===== src/rtl/uartx_pkg.sv =====
// uartx shared definitions: register map, bit positions, FSM states.
// Optional parity support is enabled by defining UARTX_PARITY_EN.
package uartx_pkg;
    localparam logic [2:0] REG_DATA   = 3'd0;
    localparam logic [2:0] REG_STATUS = 3'd1;
    localparam logic [2:0] REG_CTRL   = 3'd2;
    localparam logic [2:0] REG_DIV    = 3'd3;
    localparam logic [2:0] REG_IE     = 3'd4;

    localparam int ST_RXAV    = 0;
    localparam int ST_TXEMPTY = 1;
    localparam int ST_TXFULL  = 2;
    localparam int ST_RXOVR   = 3;
    localparam int ST_TXOVF   = 4;
    localparam int ST_FERR    = 5;
    localparam int ST_PERR    = 6;

    localparam int CT_TXEN   = 0;
    localparam int CT_RXEN   = 1;
    localparam int CT_PAREN  = 2;
    localparam int CT_PARODD = 3;
    localparam int CT_RXTHR  = 4;

    localparam int IE_RX  = 0;
    localparam int IE_TX  = 1;
    localparam int IE_ERR = 2;

    typedef enum logic [2:0] {
        TX_IDLE, TX_START, TX_DATA, TX_PARITY, TX_STOP
    } tx_state_t;

    typedef enum logic [2:0] {
        RX_IDLE, RX_START, RX_DATA, RX_PARITY, RX_STOP
    } rx_state_t;
endpackage


===== src/rtl/uartx_fifo.sv =====
// Synchronous FIFO with wrap-bit pointers; pop on empty and push on full are ignored.
// Used for both the TX and RX character queues of uartx_apb.
module uartx_fifo #(
    parameter int DEPTH = 16,
    parameter int WIDTH = 8
) (
    input  logic                     clk,
    input  logic                     rst,
    input  logic                     push,
    input  logic                     pop,
    input  logic [WIDTH-1:0]         wdata,
    output logic [WIDTH-1:0]         rdata,
    output logic                     empty,
    output logic                     full,
    output logic [$clog2(DEPTH):0]   count
);
    localparam int AW = $clog2(DEPTH);

    logic [WIDTH-1:0] mem [DEPTH];
    logic [AW:0]      wptr;
    logic [AW:0]      rptr;
    logic             do_push;
    logic             do_pop;

    assign empty   = (wptr == rptr);
    assign full    = (wptr[AW-1:0] == rptr[AW-1:0]) && (wptr[AW] != rptr[AW]);
    assign do_push = push && !full;
    assign do_pop  = pop && !empty;
    assign rdata   = mem[rptr[AW-1:0]];
    assign count   = wptr - rptr;

    always_ff @(posedge clk) begin
        if (rst) begin
            wptr <= '0;
            rptr <= '0;
        end else begin
            if (do_push) wptr <= wptr + 1'b1;
            if (do_pop)  rptr <= rptr + 1'b1;
        end
    end

    always_ff @(posedge clk) begin
        if (do_push) mem[wptr[AW-1:0]] <= wdata;
    end
endmodule


===== src/rtl/uartx_apb.sv =====
// APB UART with TX/RX FIFOs, 16x-oversampled baud generator and maskable interrupt.
// Define UARTX_PARITY_EN to implement PAREN/PARODD/PERR and the parity bit.
module uartx_apb
    import uartx_pkg::*;
#(
    parameter int XLEN       = 64,
    parameter int FIFO_DEPTH = 16,
    parameter int DATA_BITS  = 8,
    parameter int DIV_W      = 16
) (
    input  logic              PCLK,
    input  logic              PRESET,
    input  logic              PSEL,
    input  logic              PENABLE,
    input  logic              PWRITE,
    input  logic [4:0]        PADDR,
    input  logic [XLEN-1:0]   PWDATA,
    input  logic [XLEN/8-1:0] PSTRB,
    output logic [XLEN-1:0]   PRDATA,
    output logic              PREADY,
    input  logic              SIN,
    output logic              SOUT,
    output logic              INTR
);
    localparam int AW = $clog2(FIFO_DEPTH);
`ifdef UARTX_PARITY_EN
    localparam logic PAR_IMPL = 1'b1;
`else
    localparam logic PAR_IMPL = 1'b0;
`endif
    localparam logic [6:0] CTRL_MASK = PAR_IMPL ? 7'h7f : 7'h73;

    logic                 memwrite, memread;
    logic [2:0]           sel;
    logic [6:0]           ctrl;
    logic [2:0]           ie;
    logic [DIV_W-1:0]     div, bcnt;
    logic                 tick;
    logic                 rxovr, txovf, ferr, perr;
    logic [31:0]          w1c, rd32, thr;
    logic                 unused_ok;

    logic                 tx_push, tx_pop, tx_empty, tx_full;
    logic [DATA_BITS-1:0] tx_rdata;
    logic [AW:0]          tx_count;
    logic                 rx_push, rx_pop, rx_empty, rx_full, rx_push_req;
    logic [DATA_BITS-1:0] rx_rdata;
    logic [AW:0]          rx_count;

    tx_state_t            tx_state, tx_state_d;
    logic [3:0]           tx_tcnt, tx_tcnt_d;
    logic [2:0]           tx_bcnt, tx_bcnt_d;
    logic [DATA_BITS-1:0] tx_sh, tx_sh_d;
    logic                 tx_par, tx_par_d;

    rx_state_t            rx_state, rx_state_d;
    logic [3:0]           rx_tcnt, rx_tcnt_d;
    logic [2:0]           rx_bcnt, rx_bcnt_d;
    logic [DATA_BITS-1:0] rx_sh, rx_sh_d;
    logic                 sync1, sync2, sync3;
    logic                 ferr_set, perr_set;
    logic                 txempty;

    assign memwrite  = PSEL && PENABLE && PWRITE;
    assign memread   = PSEL && PENABLE && !PWRITE;
    assign sel       = PADDR[4:2];
    assign PREADY    = 1'b1;
    assign unused_ok = ^{PSTRB, PWDATA, PADDR[1:0], tx_count};

    assign tx_push = memwrite && sel == REG_DATA && !tx_full;
    assign rx_push = rx_push_req && !rx_full;
    assign rx_pop  = memread && sel == REG_DATA;
    assign txempty = tx_empty && tx_state == TX_IDLE;

    uartx_fifo #(.DEPTH(FIFO_DEPTH), .WIDTH(DATA_BITS)) u_txf (
        .clk(PCLK), .rst(PRESET), .push(tx_push), .pop(tx_pop),
        .wdata(PWDATA[DATA_BITS-1:0]), .rdata(tx_rdata),
        .empty(tx_empty), .full(tx_full), .count(tx_count)
    );

    uartx_fifo #(.DEPTH(FIFO_DEPTH), .WIDTH(DATA_BITS)) u_rxf (
        .clk(PCLK), .rst(PRESET), .push(rx_push), .pop(rx_pop),
        .wdata(rx_sh), .rdata(rx_rdata),
        .empty(rx_empty), .full(rx_full), .count(rx_count)
    );

    // A new DIV value is only picked up when the counter reloads
    assign tick = (bcnt == '0);

    always_comb begin
        tx_state_d = tx_state;
        tx_tcnt_d  = tx_tcnt;
        tx_bcnt_d  = tx_bcnt;
        tx_sh_d    = tx_sh;
        tx_par_d   = tx_par;
        tx_pop     = 1'b0;
        if (tick) begin
            tx_tcnt_d = tx_tcnt + 4'd1;
            unique case (tx_state)
                TX_IDLE: begin
                    tx_tcnt_d = '0;
                    tx_bcnt_d = '0;
                    if (ctrl[CT_TXEN] && !tx_empty) begin
                        tx_pop     = 1'b1;
                        tx_sh_d    = tx_rdata;
                        tx_par_d   = ^tx_rdata ^ ctrl[CT_PARODD];
                        tx_state_d = TX_START;
                    end
                end
                TX_START: if (tx_tcnt == 4'hf) tx_state_d = TX_DATA;
                TX_DATA: if (tx_tcnt == 4'hf) begin
                    tx_sh_d   = tx_sh >> 1;
                    tx_bcnt_d = tx_bcnt + 3'd1;
                    if (tx_bcnt == 3'(DATA_BITS - 1))
                        tx_state_d = ctrl[CT_PAREN] ? TX_PARITY : TX_STOP;
                end
                TX_PARITY: if (tx_tcnt == 4'hf) tx_state_d = TX_STOP;
                TX_STOP: if (tx_tcnt == 4'hf) tx_state_d = TX_IDLE;
                default: tx_state_d = TX_IDLE;
            endcase
        end
    end

    always_comb begin
        unique case (tx_state)
            TX_START:  SOUT = 1'b0;
            TX_DATA:   SOUT = tx_sh[0];
            TX_PARITY: SOUT = tx_par;
            default:   SOUT = 1'b1;
        endcase
    end

    // START is checked at mid-bit, so later 16-tick windows sample mid-bit too
    always_comb begin
        rx_state_d  = rx_state;
        rx_tcnt_d   = rx_tcnt;
        rx_bcnt_d   = rx_bcnt;
        rx_sh_d     = rx_sh;
        rx_push_req = 1'b0;
        ferr_set    = 1'b0;
        perr_set    = 1'b0;
        if (rx_state == RX_IDLE) begin
            rx_tcnt_d = '0;
            rx_bcnt_d = '0;
            if (ctrl[CT_RXEN] && sync3 && !sync2) rx_state_d = RX_START;
        end else if (tick) begin
            rx_tcnt_d = rx_tcnt + 4'd1;
            unique case (rx_state)
                RX_START: if (rx_tcnt == 4'd7) begin
                    rx_tcnt_d  = '0;
                    rx_state_d = sync2 ? RX_IDLE : RX_DATA;
                end
                RX_DATA: if (rx_tcnt == 4'hf) begin
                    rx_sh_d   = {sync2, rx_sh[DATA_BITS-1:1]};
                    rx_bcnt_d = rx_bcnt + 3'd1;
                    if (rx_bcnt == 3'(DATA_BITS - 1))
                        rx_state_d = ctrl[CT_PAREN] ? RX_PARITY : RX_STOP;
                end
                RX_PARITY: if (rx_tcnt == 4'hf) begin
                    perr_set   = PAR_IMPL && (sync2 != (^rx_sh ^ ctrl[CT_PARODD]));
                    rx_state_d = RX_STOP;
                end
                RX_STOP: if (rx_tcnt == 4'hf) begin
                    rx_push_req = 1'b1;
                    ferr_set    = !sync2;
                    rx_state_d  = RX_IDLE;
                end
                default: rx_state_d = RX_IDLE;
            endcase
        end
    end

    always_ff @(posedge PCLK) begin
        if (PRESET) begin
            bcnt     <= '0;
            tx_state <= TX_IDLE;
            tx_tcnt  <= '0;
            tx_bcnt  <= '0;
            tx_sh    <= '0;
            tx_par   <= 1'b0;
            rx_state <= RX_IDLE;
            rx_tcnt  <= '0;
            rx_bcnt  <= '0;
            rx_sh    <= '0;
            sync1    <= 1'b1;
            sync2    <= 1'b1;
            sync3    <= 1'b1;
        end else begin
            bcnt     <= tick ? div : bcnt - 1'b1;
            tx_state <= tx_state_d;
            tx_tcnt  <= tx_tcnt_d;
            tx_bcnt  <= tx_bcnt_d;
            tx_sh    <= tx_sh_d;
            tx_par   <= tx_par_d;
            rx_state <= rx_state_d;
            rx_tcnt  <= rx_tcnt_d;
            rx_bcnt  <= rx_bcnt_d;
            rx_sh    <= rx_sh_d;
            sync1    <= SIN;
            sync2    <= sync1;
            sync3    <= sync2;
        end
    end

    assign w1c = (memwrite && sel == REG_STATUS) ? PWDATA[31:0] : '0;

    always_ff @(posedge PCLK) begin
        if (PRESET) begin
            ctrl  <= '0;
            ie    <= '0;
            div   <= DIV_W'(1);
            rxovr <= 1'b0;
            txovf <= 1'b0;
            ferr  <= 1'b0;
            perr  <= 1'b0;
        end else begin
            if (memwrite && sel == REG_CTRL) ctrl <= PWDATA[6:0] & CTRL_MASK;
            if (memwrite && sel == REG_DIV)  div  <= PWDATA[DIV_W-1:0];
            if (memwrite && sel == REG_IE)   ie   <= PWDATA[2:0];
            rxovr <= (rxovr & ~w1c[ST_RXOVR]) | (rx_push_req && rx_full);
            txovf <= (txovf & ~w1c[ST_TXOVF]) | (memwrite && sel == REG_DATA && tx_full);
            ferr  <= (ferr & ~w1c[ST_FERR]) | ferr_set;
            perr  <= (perr & ~w1c[ST_PERR]) | perr_set;
        end
    end

    always_comb begin
        rd32 = '0;
        unique case (sel)
            REG_DATA:   rd32 = rx_empty ? '0 : 32'(rx_rdata);
            REG_STATUS: rd32 = 32'({perr, ferr, txovf, rxovr, tx_full, txempty, !rx_empty});
            REG_CTRL:   rd32 = 32'(ctrl);
            REG_DIV:    rd32 = 32'(div);
            REG_IE:     rd32 = 32'(ie);
            default:    rd32 = '0;
        endcase
    end

    assign PRDATA = memread ? {(XLEN/32){rd32}} : '0;

    assign thr = (32'(ctrl[CT_RXTHR +: 3]) + 32'd1 > 32'(FIFO_DEPTH))
               ? 32'(FIFO_DEPTH) : 32'(ctrl[CT_RXTHR +: 3]) + 32'd1;

    assign INTR = (ie[IE_RX] && 32'(rx_count) >= thr)
               || (ie[IE_TX] && txempty)
               || (ie[IE_ERR] && (rxovr || txovf || ferr || perr));
endmodule

===== config.mk =====
export PLATFORM = sky130hd
export DESIGN_NAME = uartx_apb
export DESIGN_NICKNAME = d
export VERILOG_FILES = /design/src/rtl/uartx_pkg.sv /design/src/rtl/uartx_fifo.sv /design/src/rtl/uartx_apb.sv
export SDC_FILE = /design/constraint.sdc
export NUM_CORES = 1
export LEC_CHECK = 0
export BUFFER_PORTS_ARGS = -buffer_cell sky130_fd_sc_hd__buf_2
export CAP_MARGIN = 20
export CORE_ASPECT_RATIO = 1.4
export CORE_MARGIN = 1.5
export CORE_UTILIZATION = 55
export DETAILED_ROUTE_END_ITERATION = 7
export HOLD_SLACK_MARGIN = 0.12
export PLACE_DENSITY = 0.75
export REMOVE_ABC_BUFFERS = 1
export SLEW_MARGIN = 20
export SYNTH_ARGS = -nofsm -noshare
export SYNTH_HDL_FRONTEND = slang
export SYNTH_SLANG_ARGS = --single-unit

===== constraint.sdc =====
create_clock -name PCLK -period 5.8 [get_ports PCLK]
set_clock_uncertainty 0.05 [all_clocks]
set_input_delay 1.16 -clock PCLK [delete_from_list [all_inputs] [get_ports PCLK]]
set_output_delay 1.16 -clock PCLK [all_outputs]
set_load 0.05 [all_outputs]

# Word-level counts from Yosys, hierarchy flattened
# Memories as Yosys holds them, arrays and structs flattened. A register that Yosys moved wholly into a read port is not among the register bits.
# Index checks and enable logic that the tools add are counted.
# classes
n_bitwise	12
reduce_logical	52
magnitude_cmp	2
mux	51
n_eq_ne	35
n_addsub	11
# op_table
operator	count
case mux 16 bit (5 select lines)	1
two-way mux 64 bit	1
two-way mux 3 bit	15
greater-than comparator 32 x 5 -> 1 bit (second input constant)	1
two-way mux 4 bit	7
logical AND 1 bit	26
two-way mux 8 bit	3
adder 5 x 1 -> 5 bit (second input constant)	4
equality test 3 x 2 -> 1 bit (second input constant)	6
zero test 16 bit	1
two-way mux 16 bit	1
case mux 8 bit (2 select lines)	1
subtractor 16 x 1 -> 16 bit (second input constant)	1
equality test 3 bit (second input constant)	5
two-way mux 1 bit	15
inequality test 3 bit (second input constant)	5
case mux 3 bit (5 select lines)	1
AND reduction 7 bit	2
case mux 3 bit (4 select lines)	1
equality test 5 bit	2
inequality test 2 bit (second input constant)	5
equality test 3 x 1 -> 1 bit (second input constant)	3
zero test 3 bit	3
AND reduction 3 bit	3
other kinds (24)	50
# word_totals
mem_bits_rw	256
word_cells	189
output_inout_bits	67
reg_bits	104
n_memories	2
in_bits	83
# memory_table
name	words	word_bits	rd	rd_clocked_by_memory_dff	write_ports	line_no	rtl
u_rxf.mem	16	8	1	1	1	uartx_fifo.sv:19	logic [WIDTH-1:0] mem [DEPTH];
u_txf.mem	16	8	1	1	1	uartx_fifo.sv:19	

# Longest topological paths before layout
# logic_depth
ltp_word	9
depth_mapped	11

# Cells and area by module
# A second synthesis with hierarchy kept.
# hier_totals
cells_unflattened	1195
area_unflattened_um2	16056.6
# modules_own_cells
module	area_each_um2	cells_per_inst	n_inst	seq_area_each_um2
uartx_fifo at u_txf	5666.7	306	1	4124.0
uartx_fifo at u_rxf	5659.2	304	1	4124.0
uartx_apb	4730.8	585	1	1681.6

# Worst setup path before layout
# Ideal clock, no wire load.
# synth_timing
path_kind	input to output
from	in PADDR[3]
to	out PRDATA[35]
arrival_time_ns	3.085
setup_slack_ns	1.505
stages	5
n_path_buf	1
path_cell_list	or2_1 -> nor3_1 -> a22oi_1 -> nor2_1 -> buf_4
# synth_via
elab_chain_len	3
word_cells_on_any_way	7
classes_between	eq/ne: 4; mux: 2; reduce/logical: 1
# synth_lines
item	line_no	rtl
start: declaration	uartx_apb.sv:16	input logic [4:0] PADDR,
equality test 3 bit (tied with other cells)	uartx_apb.sv:229	unique case (sel)
case mux 16 bit (5 select lines) *	uartx_apb.sv:229	
two-way mux 64 bit *	uartx_apb.sv:239	assign PRDATA = memread ? {(XLEN/32){rd32}} : '0;
end: declaration	uartx_apb.sv:19	output logic [XLEN-1:0] PRDATA,
# Mark *: on every way between the ends. The rest lies on a longest branch, timed or not.

==> metrics <==
Tot Pwr 0.00575 W; EDFF count, synth 256; Min-Delay Path Depth 1; Critical Path AT 3.39 ns; Seq/Total Area, Yosys 63.1%; global route overflow 0; Root Driver clkbuf_16; clk buf depth 3; Initial DRC Count 532; CP Cell Sequence buf_4, mux4_2, mux4_2, a21oi_1, nor2_1, buf_2; vias per cell 5.75; setup ws final 1.20 ns; Mean Syn Cell Area 13.8 um2; Post-Syn Area 0.0157 mm2; dpl hpwl 21500 um; RSZ-0062 raised after global routing false; Die ar. 0.0297 mm2; Seq cells post-synth 368; Placed Cells 1507; vias in the first global route 9106; Hold Fails Final Rpt 0; Adder-Cell Fraction of Synth Area 2.19%; Gates resized, CTS repair 0; first-pass GRT wire length 49400 um; FP Rows 73; switching part of the total 22.8%; DR WL/cell 20.4 um; status finished clean; Synth Flop Type edfxtp_1; Slew @ Worst Pin 1.01 ns; simple-gate portion of the synthesized area 10.3%; max-slew violations 0; largest family of logic cells by synthesized area multiplexers; CP dominant cell by count mux4_2; die height 203 um; layout filler cell count 2080; Comb pwr share 7.7%; H-tree levels 2; Post-CTS Setup Bufs 0; Starting Density 55.6%; total CTS buffers 37; Flop pwr share 50.2%; CP required 4.59 ns; Clock Power Share 42.1%; die width 146 um; core area 0.0283 mm2; peak per-stage delay on the critical path 0.99 ns; post-synthesis xor/xnor area fraction 2.45%; Post-Route WL 32100 um; Synth Area in Compound Gates 5.06%; leakage power 5.85 nW; hold-fix buffer count after cts 0; Max Cap Viol 0; post-route minimum period 4.60 ns; total track usage 21.8%; crit end category output pin; post-synth cell types 56; Clock transition at path regs 0.06 ns; synth warn 0; initial antenna violation count 2; Max FO, Critical Path 27; DRC 0; Synth Instances 1139; multiplexer share of the synthesized area 12.3%; PD cells 332 mW/mm2; Fmax achieved 217 MHz; P&R area growth vs syn 10.0%; Worst R2R Path Depth 7; clock sinks 368; post-place setup slack 1.48 ns; layout cells sized above 1 17.8%; Int Power 0.00444 W; nets 1281; HP Class reg -> reg; crit share post-route 79.3%; Setup CP Type reg -> out; peak supply drop 382 uV; worst skew pair latency 0.53 ns; Port Buffers 58; final setup violation count 0; P_sw 0.00131 W; Post-synth ARST share 0%; Vias 9055; GPL Wtd Cong 0.849; Antenna Nets Post-Route 0; CP max stage cell dfxtp_2; CTS tree done; Worst Setup Start Kind register; Worst slew margin 32.9%; largest net degree at the start of global routing 74; Post-Layout Cell Count 1575; setup TNS 0 ns; Boundary Pins 150; Inserted Diodes 0; DRT Pass-1 Iters 6
## synthesized netlist by cell type, types with 9 or more instances
cell type  number  share of area, %
nor3_1         27              0.86
a21oi_1        59               1.9
a22oi_1        25               1.2
a211oi_1       21               1.0
edfxtp_1      256                49
mux4_2         61               8.7
buf_2          14              0.44
clkbuf_1       34              0.81
mux4_1         10               1.7
buf_4          50               2.4
xnor2_1        30               1.7
nor2_1        125               3.0
nand2_1       104               2.5
or2_2           9              0.36
dfxtp_1       112                14
o21ai_0        10              0.32
mux2i_1        27               1.7
inv_1          15              0.36
xor2_1         14              0.78
nor2b_1         9              0.36
nand3_1        13              0.41
and2_1         10              0.40
ha_1           26               2.1
## critical path, delay by kind of cell, from the launching register on
kind	cells	cell delay, ns
multiplexers	2	1.06
flip-flops	1	0.99
buffers and inverters	2	0.56
AO/OA/AOI/OAI	1	0.17
AND/OR/NAND/NOR	1	0.08
## routing by layer
layer  part of all wire, %  GRT usage (%)
met1                    37           24.9
met2                    54           41.1
met3                   5.0           3.22
met4                   3.6           8.41
met5                 0.084              0
## flip-flops by register name, summed over array words and instances, names as in the netlist, 3 cells and up, named ones only
register / flops
u_rxf.rptr: 5
tx_tcnt: 4
rx_sh: 8
rx_state: 3
u_txf.wptr: 5
div: 16
tx_state: 3
tx_bcnt: 3
u_rxf.wptr: 5
bcnt: 16
rx_tcnt: 4
u_txf.mem: 128
ie: 3
ctrl: 5
tx_sh: 8
u_txf.rptr: 5
rx_bcnt: 3
u_rxf.mem: 128
## power groups by stage
| stage | logic [W] | clock network, W | registers (W) |
|---|---|---|---|
| after floorplan | 0.000338 | 0 | 0.00293 |
| after global placement | 0.000431 | 0 | 0.00294 |
| after detailed placement | 0.000440 | 0 | 0.00294 |
| after CTS | 0.000445 | 0.00245 | 0.00289 |
| after global routing | 0.000498 | 0.00256 | 0.00289 |
| final | 0.000442 | 0.00242 | 0.00289 |
## cell usage in the layout, fill, tap and decap left out, drive strengths merged, types with 3 or more instances in the layout
cell type	instances
conb	33
xor2	14
nor3b	4
bufinv	4
buf	70
and3	3
or4	4
nand2	105
o21ai	11
a211oi	21
clkinv	7
nor2b	9
and2	10
nor2	126
nand4	8
a21oi	59
nand3	13
or2	11
nor3	28
edfxtp	256
mux2i	27
o41ai	3
nor4	6
xnor2	30
dfxtp	112
nand2b	9
mux2	3
a22oi	25
ha	26
a21o	3
mux4	71
or3	3
clkbuf	55
inv	17
## final timing paths
check	from	end	slack [ns]
worst max-delay path	register	PRDATA[4]	1.20
worst min-delay path	sync1	sync2	0.37
worst max register to register	u_rxf.wptr[2]	u_rxf.mem[1][6]	2.37
worst min register to register	sync1	sync2	0.37
## through the flow
| step | instance area [um2] | hold WS [ns] | util [%] |
|---|---|---|---|
| 2_1_floorplan | 15200 | 0.339 | - |
| 3_3_place_gp | 16100 | 0.343 | 56.7 |
| 3_5_place_dp | 16100 | 0.353 | 56.8 |
| 4_1_cts | 17300 | 0.371 | 61.2 |
| 5_1_grt | 17300 | 0.384 | 61.2 |
| 6_report | 17300 | 0.368 | 61.2 |
## cells by family (layout without fill, tap and decap cells)
family,after synthesis,count (layout)
flops,368,368
simple gates,345,345
compound gates,129,129
buf+inv,123,153
mux,101,101
xor+xnor,44,44
fa+ha+maj,27,27
other cells,2,33
## layout make-up
| class | count | area, um2 | share of cell area (%) |
|---|---|---|---|
| timing repair buffer | 70 | 380 | 2.20 |
| inverter | 15 | 56.3 | 0.325 |
| multi-input combinational | 679 | 5240 | 30.2 |
| clock buffer | 55 | 1050 | 6.08 |
| tap | 375 | 469 | 2.71 |
| clock inverter | 13 | 194 | 1.12 |
| sequential | 368 | 9930 | 57.3 |
Note: power is estimated with default switching activity, not from simulation.
